## config.mk

```make
export PLATFORM = sky130hd
export DESIGN_NAME = cavlc_coeff_stats
export DESIGN_NICKNAME = d
export VERILOG_FILES = /design/src/rtl/cavlc_pkg.sv /design/src/rtl/cavlc_t1_tracker.sv /design/src/rtl/cavlc_coeff_stats.sv
export SDC_FILE = /design/constraint.sdc
export NUM_CORES = 1
export LEC_CHECK = 0
export CAP_MARGIN = 20
export CORE_ASPECT_RATIO = 2
export CORE_MARGIN = 10
export CORE_UTILIZATION = 44
export DETAILED_ROUTE_END_ITERATION = 7
export GPL_TIMING_DRIVEN = 1
export PLACE_DENSITY = 0.76
export SETUP_SLACK_MARGIN = 0.02
export SYNTH_ARGS = -nofsm -noshare
export SYNTH_HDL_FRONTEND = slang
export SYNTH_SLANG_ARGS = --single-unit
```

## constraint.sdc

```tcl
create_clock -name clk -period 1.7 [get_ports clk]
set_clock_uncertainty 0.15 [all_clocks]
set_input_delay 0.425 -clock clk [delete_from_list [all_inputs] [get_ports clk]]
set_output_delay 0.425 -clock clk [all_outputs]
set_load 0.05 [all_outputs]
```

## src/rtl/cavlc_pkg.sv

```systemverilog
// Shared constants and state encoding for the CAVLC coefficient statistics block.
package cavlc_pkg;

   localparam int BLK_16  = 16;
   localparam int BLK_AC  = 15;
   localparam int BLK_CDC = 4;
   localparam int MAX_T1  = 3;

   localparam int TC_W = 5;
   localparam int TZ_W = 4;

   localparam logic [1:0] S_IDLE = 2'd0;
   localparam logic [1:0] S_SCAN = 2'd1;
   localparam logic [1:0] S_DONE = 2'd2;

   typedef enum logic [1:0] {
      IDLE = S_IDLE,
      SCAN = S_SCAN,
      DONE = S_DONE
   } state_t;

endpackage

```

## src/rtl/cavlc_t1_tracker.sv

```systemverilog
// Trailing-ones tracker: counts up to three leading +/-1 values in scan order
// and records their signs; any larger level closes the window.
module cavlc_t1_tracker
   import cavlc_pkg::*;
(
   input  logic       clk,
   input  logic       rst,
   input  logic       beat,
   input  logic       clear,
   input  logic       nz,
   input  logic       unit,
   input  logic       sign,
   output logic [1:0] trailing_ones,
   output logic [2:0] t1_signs
);

   logic t1_done;

   always_ff @(posedge clk or negedge rst) begin
      if (!rst) begin
         trailing_ones <= '0;
         t1_signs      <= '0;
         t1_done       <= 1'b0;
      end else if (clear) begin
         trailing_ones <= '0;
         t1_signs      <= '0;
         t1_done       <= 1'b0;
      end else if (beat && nz && !t1_done) begin
         if (unit) begin
            t1_signs[trailing_ones] <= sign;
            trailing_ones           <= trailing_ones + 2'd1;
            if (trailing_ones == 2'(MAX_T1 - 1))
               t1_done <= 1'b1;
         end else begin
            t1_done <= 1'b1;
         end
      end
   end

endmodule

```

## src/rtl/cavlc_coeff_stats.sv

```systemverilog
// CAVLC statistics for one block of coefficients arriving in reverse zig-zag order.
//   state | meaning
//   IDLE  | waiting for the first beat (index NUM_COEFF-1)
//   SCAN  | accepting beats, counter walking down to index 0
//   DONE  | statistics presented, held until out_ready
module cavlc_coeff_stats
   import cavlc_pkg::*;
#(
   parameter int COEFF_W   = 16,
   parameter int NUM_COEFF = 16
) (
   input  logic                      clk,
   input  logic                      rst,
   input  logic                      in_valid,
   output logic                      in_ready,
   input  logic signed [COEFF_W-1:0] in_coeff,
   output logic                      out_valid,
   input  logic                      out_ready,
   output logic [TC_W-1:0]           total_coeff,
   output logic [1:0]                trailing_ones,
   output logic [2:0]                t1_signs,
   output logic [TZ_W-1:0]           total_zeros,
   output logic [BLK_16-1:0]         nz_map
);

   // Unsupported block sizes fall back to a full 4x4 scan.
   localparam bit         LEGAL_N  = (NUM_COEFF == BLK_16) || (NUM_COEFF == BLK_AC) ||
                                     (NUM_COEFF == BLK_CDC);
   localparam logic [3:0] LAST_IDX = LEGAL_N ? 4'(NUM_COEFF - 1) : 4'(BLK_16 - 1);

   localparam logic signed [COEFF_W-1:0] C_POS_ONE = COEFF_W'(1);
   localparam logic signed [COEFF_W-1:0] C_NEG_ONE = '1;

   state_t     state;
   logic [3:0] idx;
   logic       seen_nz;
   logic       beat;
   logic       nz;
   logic       unit;
   logic       clear;

   assign beat  = in_valid && in_ready;
   assign nz    = (in_coeff != '0);
   assign unit  = (in_coeff == C_POS_ONE) || (in_coeff == C_NEG_ONE);
   assign clear = (state == DONE) && out_ready;

   always_ff @(posedge clk or negedge rst) begin
      if (!rst) begin
         state       <= IDLE;
         idx         <= LAST_IDX;
         in_ready    <= 1'b0;
         out_valid   <= 1'b0;
         total_coeff <= '0;
         total_zeros <= '0;
         nz_map      <= '0;
         seen_nz     <= 1'b0;
      end else begin
         case (state)
            IDLE, SCAN: begin
               in_ready <= 1'b1;
               if (beat) begin
                  if (nz) begin
                     total_coeff <= total_coeff + TC_W'(1);
                     nz_map[idx] <= 1'b1;
                     seen_nz     <= 1'b1;
                  end else if (seen_nz) begin
                     total_zeros <= total_zeros + TZ_W'(1);
                  end
                  if (idx == 4'd0) begin
                     state     <= DONE;
                     in_ready  <= 1'b0;
                     out_valid <= 1'b1;
                  end else begin
                     state <= SCAN;
                     idx   <= idx - 4'd1;
                  end
               end
            end
            DONE: begin
               if (out_ready) begin
                  state       <= IDLE;
                  in_ready    <= 1'b1;
                  out_valid   <= 1'b0;
                  idx         <= LAST_IDX;
                  total_coeff <= '0;
                  total_zeros <= '0;
                  nz_map      <= '0;
                  seen_nz     <= 1'b0;
               end
            end
            default: state <= IDLE;
         endcase
      end
   end

   cavlc_t1_tracker u_t1 (
      .clk           (clk),
      .rst           (rst),
      .beat          (beat),
      .clear         (clear),
      .nz            (nz),
      .unit          (unit),
      .sign          (in_coeff[COEFF_W-1]),
      .trailing_ones (trailing_ones),
      .t1_signs      (t1_signs)
   );

endmodule
```

### Yosys cells after proc, flatten, opt, wreduce, memory -nomap -nowiden

Cells that the tools add are included.

* output and inout port bits: 32
* register bits after elaboration: 40
* logic and storage cells: 103
* input bits: 20

* magnitude comparators: 4
* eq/ne operators: 13
* muxes and demuxes: 47
* bitwise gates (word level): 1
* reductions and logical operators: 23
* add/subtract/negate cells: 4

Operators by type and width (number)
* two-way mux 16 bit: 3
* one-hot mux 16 bit (2 select lines): 1
* two-way mux 4 bit: 7
* equality test 16 x 1 -> 1 bit (second input constant): 1
* equality test 16 x 2 -> 1 bit (second input constant): 1
* bitwise OR 16 bit: 1
* one-hot mux 4 bit (2 select lines): 2
* nonzero test 16 bit: 1
* two-way mux 5 bit: 3
* two-way mux 1 bit: 14
* two-way mux 2 bit: 6
* AND reduction 4 bit: 3
* inequality test 2 bit (second input constant): 5
* one-hot mux 5 bit (2 select lines): 1
* two-way mux 3 bit: 3
* AND reduction 2 bit: 4
* logical AND 1 bit: 6
* one-hot mux 1 bit (2 select lines): 3
* nonzero test 2 bit: 3
* adder 5 x 1 -> 5 bit (second input constant): 1
* less-than comparator 4 x 5 -> 1 bit (second input constant): 1
* AND reduction 5 bit: 1
* adder 4 x 1 -> 4 bit (second input constant): 1
* demux 1 bit (select 4 bit): 1
* other kinds (17): 19

### Depth between registers and ports, before layout

* word-level depth: 8
* mapped depth: 8
* mapped depth without buffers: 6

### Hierarchy

A second synthesis with hierarchy kept.

* cell total of the unflattened synthesis: 183
* area, all modules: 2014.4 sq um

Modules (own cells, without submodules)
* cavlc_coeff_stats: times used 1, sequential area each 855.8 sq um, cells an instance 153, area an instance 1681.6 sq um
* cavlc_t1_tracker: times used 1, sequential area each 150.1 sq um, cells an instance 30, area an instance 332.8 sq um

### Least setup slack after synthesis

Ideal clock, no wire load.

* path kind: reg2reg
* start: reg in_ready
* end: reg u_t1.trailing_ones[0]
* slack: -0.188 ns
* stages on the path, launching flop included: 7
* period minus slack after synthesis: 1.888 ns
* required time: 1.422 ns
* path buffers: 1
* setup time: 0.128 ns
* arrival: 1.610 ns
* cell sequence: dfrtp_1 > and3b_1 > clkbuf_1 > nand2_1 > nor3_1 > o21a_1 > nor3_1

* word-level cells in the longest chain between the ends: 5

Ends and longest elaborated chain
* start: declaration: line cavlc_coeff_stats.sv:15 `output logic in_ready,`
* start signal: assignment: line cavlc_coeff_stats.sv:51 `in_ready <= 1'b0;`
* start signal: assignment: line cavlc_coeff_stats.sv:60 `in_ready <= 1'b1;`
* start signal: assignment: line cavlc_coeff_stats.sv:71 `in_ready <= 1'b0;`
* logical AND 1 bit: line cavlc_coeff_stats.sv:42 `assign beat = in_valid && in_ready;`
* logical AND 1 bit (2 in series): line cavlc_t1_tracker.sv:28 `end else if (beat && nz && !t1_done) begin`
* nonzero test 2 bit (no line)
* AND reduction 2 bit (no line)
* end signal: assignment: line cavlc_t1_tracker.sv:31 `trailing_ones <= trailing_ones + 2'd1;`
* end: declaration: line cavlc_t1_tracker.sv:13 `output logic [1:0] trailing_ones,`

No other way between the ends.
A chain may end at the register's enable or synchronous reset.

### Worst setup path in the final report

* start: in in_coeff[11]
* end: reg total_coeff[4]

* word-level cells in the longest chain between the ends: 3

Ends and longest elaborated chain
* start: declaration: line cavlc_coeff_stats.sv:16 `input logic signed [COEFF_W-1:0] in_coeff,`
* nonzero test 16 bit: line cavlc_coeff_stats.sv:43 `assign nz = (in_coeff != '0);`
* inequality test 2 x 1 -> 1 bit (no line)
* AND reduction 4 bit (no line)
* end signal: assignment: line cavlc_coeff_stats.sv:63 `total_coeff <= total_coeff + TC_W'(1);`
* end: declaration: line cavlc_coeff_stats.sv:19 `output logic [TC_W-1:0] total_coeff,`

No other way between the ends.

==> results.md <==
* Largest net degree at the start of global routing at 24
* Iter 0 DRT Violations at 68
* CTS Buf Count at 5
* WP data required at 1760 ps
* Post-Route WL at 7.19 mm
* Fin util at 78.6%
* Nets at 308
* CP Class: in2reg
* Failing checks: setup timing
* Endpoint class of the critical path: flop
* Net Count, Synth at 221
* Via/cell ratio at 5.75
* Status: finished with violations
* Pwr Density at about 1600 nW/µm²
* First-pass GRT wire length at 11.0 mm
* Reg2reg start: in_ready
* Die Y at between 100 and 150 µm
* Post-synth top area share at 45.3%
* # IOs at 52
* TritonRoute pass-1 iters at 4
* Clk sinks at 40
* End of the worst hold path: seen_nz
* Yosys cell types at 40
* Synth warn at 0
* Max rail drop VDD at 1.55 mV
* DP Wirelength at 4.76 mm
* Ratio of cells with drive above 1 in the final layout at 47.1%
* Type of origin of the critical path: input port
* Sequential fraction of the synthesis area at 50.6%
* Area grow syn2layout at 73.2%
* Num rows at 34
* Max-Cap Viols at 0
* GR Overflow Total at 0
* Primary FF master, synth: dfrtp_1
* CTS tree: done
* Final Setup Violations at 7
* Clk Latency, worst-skew pair at 300 ps
* Power Total at around 5.7 mW
* ANT cells at 0
* Peak Freq at 0.557 GHz
* Pleak at 1.56 nW
* Async S/R FF share, synth at 100%
* Max Root-Sink Buffers at 2
* Total track usage at 18.8%
* Crit-path max FO at 6
* Worst slew margin at 71.7%
* Post-route minimum period at 1790 ps
* Initial antenna violation count at 0
* Unrepaired setup endpoints after global routing: yes
* Hold path depth at 2
* Die Area at 7770 µm²
* Post-synth EDFFs at 0
* Multi-input gate area at 1070 µm²
* Reg2Reg Depth at 4
* Placer Congestion at 0.929
* Worst Hold Launch: seen_nz
* Final setup margin at -94.4 ps
* Reg2reg setup slack at about 60 ps
* Slew @ Worst Pin at ~420 ps
* Via count at 1920
* Flops & latches, synth at 40
* Dpl ws at -715 ps
* Filler cells at 263
* WP data arrival at between 1500 and 2000 ps
* Post-Syn Instances at 192
* Post-Syn Area at 1990 µm²
* Core area at about 4400 µm²
* Min-delay worst type: reg2reg
* Synth top area cells: dfrtp_1, ha_1, dfstp_2, nand2_1, nor2_1
* Slew Viols, Final at 0
* H-tree depth at 2
* Area leader, netlist: dfrtp_1
* Starting Density at a little under half
* Chip width at 67.5 µm
* # port buffers at 51
* Post-route ant nets at 0
* Clk slew on worst S/H paths at 80 ps
* DRC at 0
* Final period util at 106%
* Syn avg cell area at 10.4 µm²
* FF+latch area at 1010 µm²
* Root buffer cell: clkbuf_8
* RR Endpoint: u_t1.t1_signs[0]
* WL/cell at 21.5 µm
* Vias in the first global route at about 2000
* Final Hold Violating Endpoints at 0
per-layer routing:
metal / track usage [%] / share of wire, %
met4: 10.6 / 5.6
met5: 0 / 0
met2: 34.8 / 57
met3: 4.48 / 5.2
met1: 17.4 / 32
area by class of cell:
type	count	share of cell area, %
multi-input combinational	138	31.2
clock buffer	6	2.40
sequential	40	29.3
timing repair buffer	89	33.4
tap	54	1.96
inverter	5	0.545
clock inverter	2	1.13
synthesized netlist by cell type, types with 2 or more instances:
master / n
dfrtp_1: 36
nand2_1: 24
nor2_1: 21
a31oi_1: 10
ha_1: 9
nor3_1: 9
mux2i_1: 7
nand4_1: 7
clkbuf_1: 5
inv_1: 5
nand3_1: 5
a22o_1: 4
a32o_1: 4
dfstp_2: 4
and3_1: 3
and3b_1: 3
nor4_1: 3
o211ai_1: 3
o21ai_0: 3
a41oi_1: 2
and2_1: 2
buf_6: 2
nand3b_1: 2
nor2b_1: 2
nor4_4: 2
flip-flops by register name, indices dropped and copies added (netlist names):
register,count
idx,4
in_ready,1
nz_map,16
out_valid,1
seen_nz,1
state,2
total_coeff,5
total_zeros,4
u_t1.t1_done,1
u_t1.t1_signs,3
u_t1.trailing_ones,2
cell families after synthesis:
| logic type | synth area share [%] |
|---|---|
| DFF | 50.6 |
| muxes | 3.52 |
| AOI/OAI and AO/OA | 13.0 |
| buffers and inverters | 3.52 |
| and+or+nand+nor | 22.8 |
| xor gates and xnor gates | 0.881 |
| adders and majority gates | 5.66 |
placed cells by master (no fill, tap or decap), types with 3 or more instances in the layout:
| master | netlist | final |
|---|---|---|
| nand2_1 | 24 | 22 |
| dfrtp_1 | 36 | 33 |
| and3_4 | 1 | 3 |
| buf_2 | 1 | 5 |
| a22o_1 | 4 | 4 |
| mux2i_1 | 7 | 6 |
| nor3_1 | 9 | 6 |
| o21ai_0 | 3 | 3 |
| nor4_2 | 0 | 3 |
| dfrtp_2 | 0 | 3 |
| buf_6 | 2 | 12 |
| ha_1 | 9 | 8 |
| inv_1 | 5 | 4 |
| dfstp_2 | 4 | 4 |
| a32o_1 | 4 | 3 |
| o211ai_1 | 3 | 3 |
| buf_12 | 0 | 34 |
| clkbuf_8 | 0 | 6 |
| nand3_1 | 5 | 4 |
| a31oi_1 | 10 | 7 |
| nor2_1 | 21 | 18 |
| nand4_1 | 7 | 7 |
| buf_4 | 0 | 29 |
| clkbuf_2 | 1 | 4 |
critical path, stage by stage:
cell and delay (ps):
buf_8 100, nor4_4 340, nand4_1 230, and2_4 240, buf_12 140, nand4_1 110, mux2i_1 260
repair_timing:
action | CTS | global route
buffers inserted | 1 | 3
resized for setup | 65 | 49
hold buffers | 1 | 0
endpoints found under the setup margin | 32 | 33
pin swaps | 10 | 15
endpoints found under the hold margin | 13 | 0
gates cloned | 1 | 0
stage by stage:
step	TNS [ps]	hold slack, ps	std cells	area, µm²
2_1_floorplan	-819	-20.6	192	2000
3_3_place_gp	-19360	228	320	3100
3_5_place_dp	-21510	231	320	3100
4_1_cts	-6.73	398	331	3340
5_1_grt	-410	443	334	3440
6_report	-196	393	334	3440
how the worst max path moves through the flow:
stage / startpoint / end / slack [ps]
4_1_cts: in_coeff[5] / total_coeff[4] / -7
6_report: in_coeff[11] / total_coeff[4] / -90
5_1_grt: in_coeff[11] / total_coeff[4] / -120
3_3_place_gp: in_coeff[10] / nz_map[8] / -640
2_1_floorplan: in_coeff[10] / nz_map[12] / -100
3_5_place_dp: in_coeff[10] / total_coeff[4] / -710
report_power, final:
part	switching, mW	leakage, nW	internal, mW
clock network	0.342	0.0614	0.480
logic	1.66	1.04	1.48
registers	0.403	0.455	1.30
total	2.41	1.56	3.25
No activity file was read; power rests on OpenSTA's default activity.
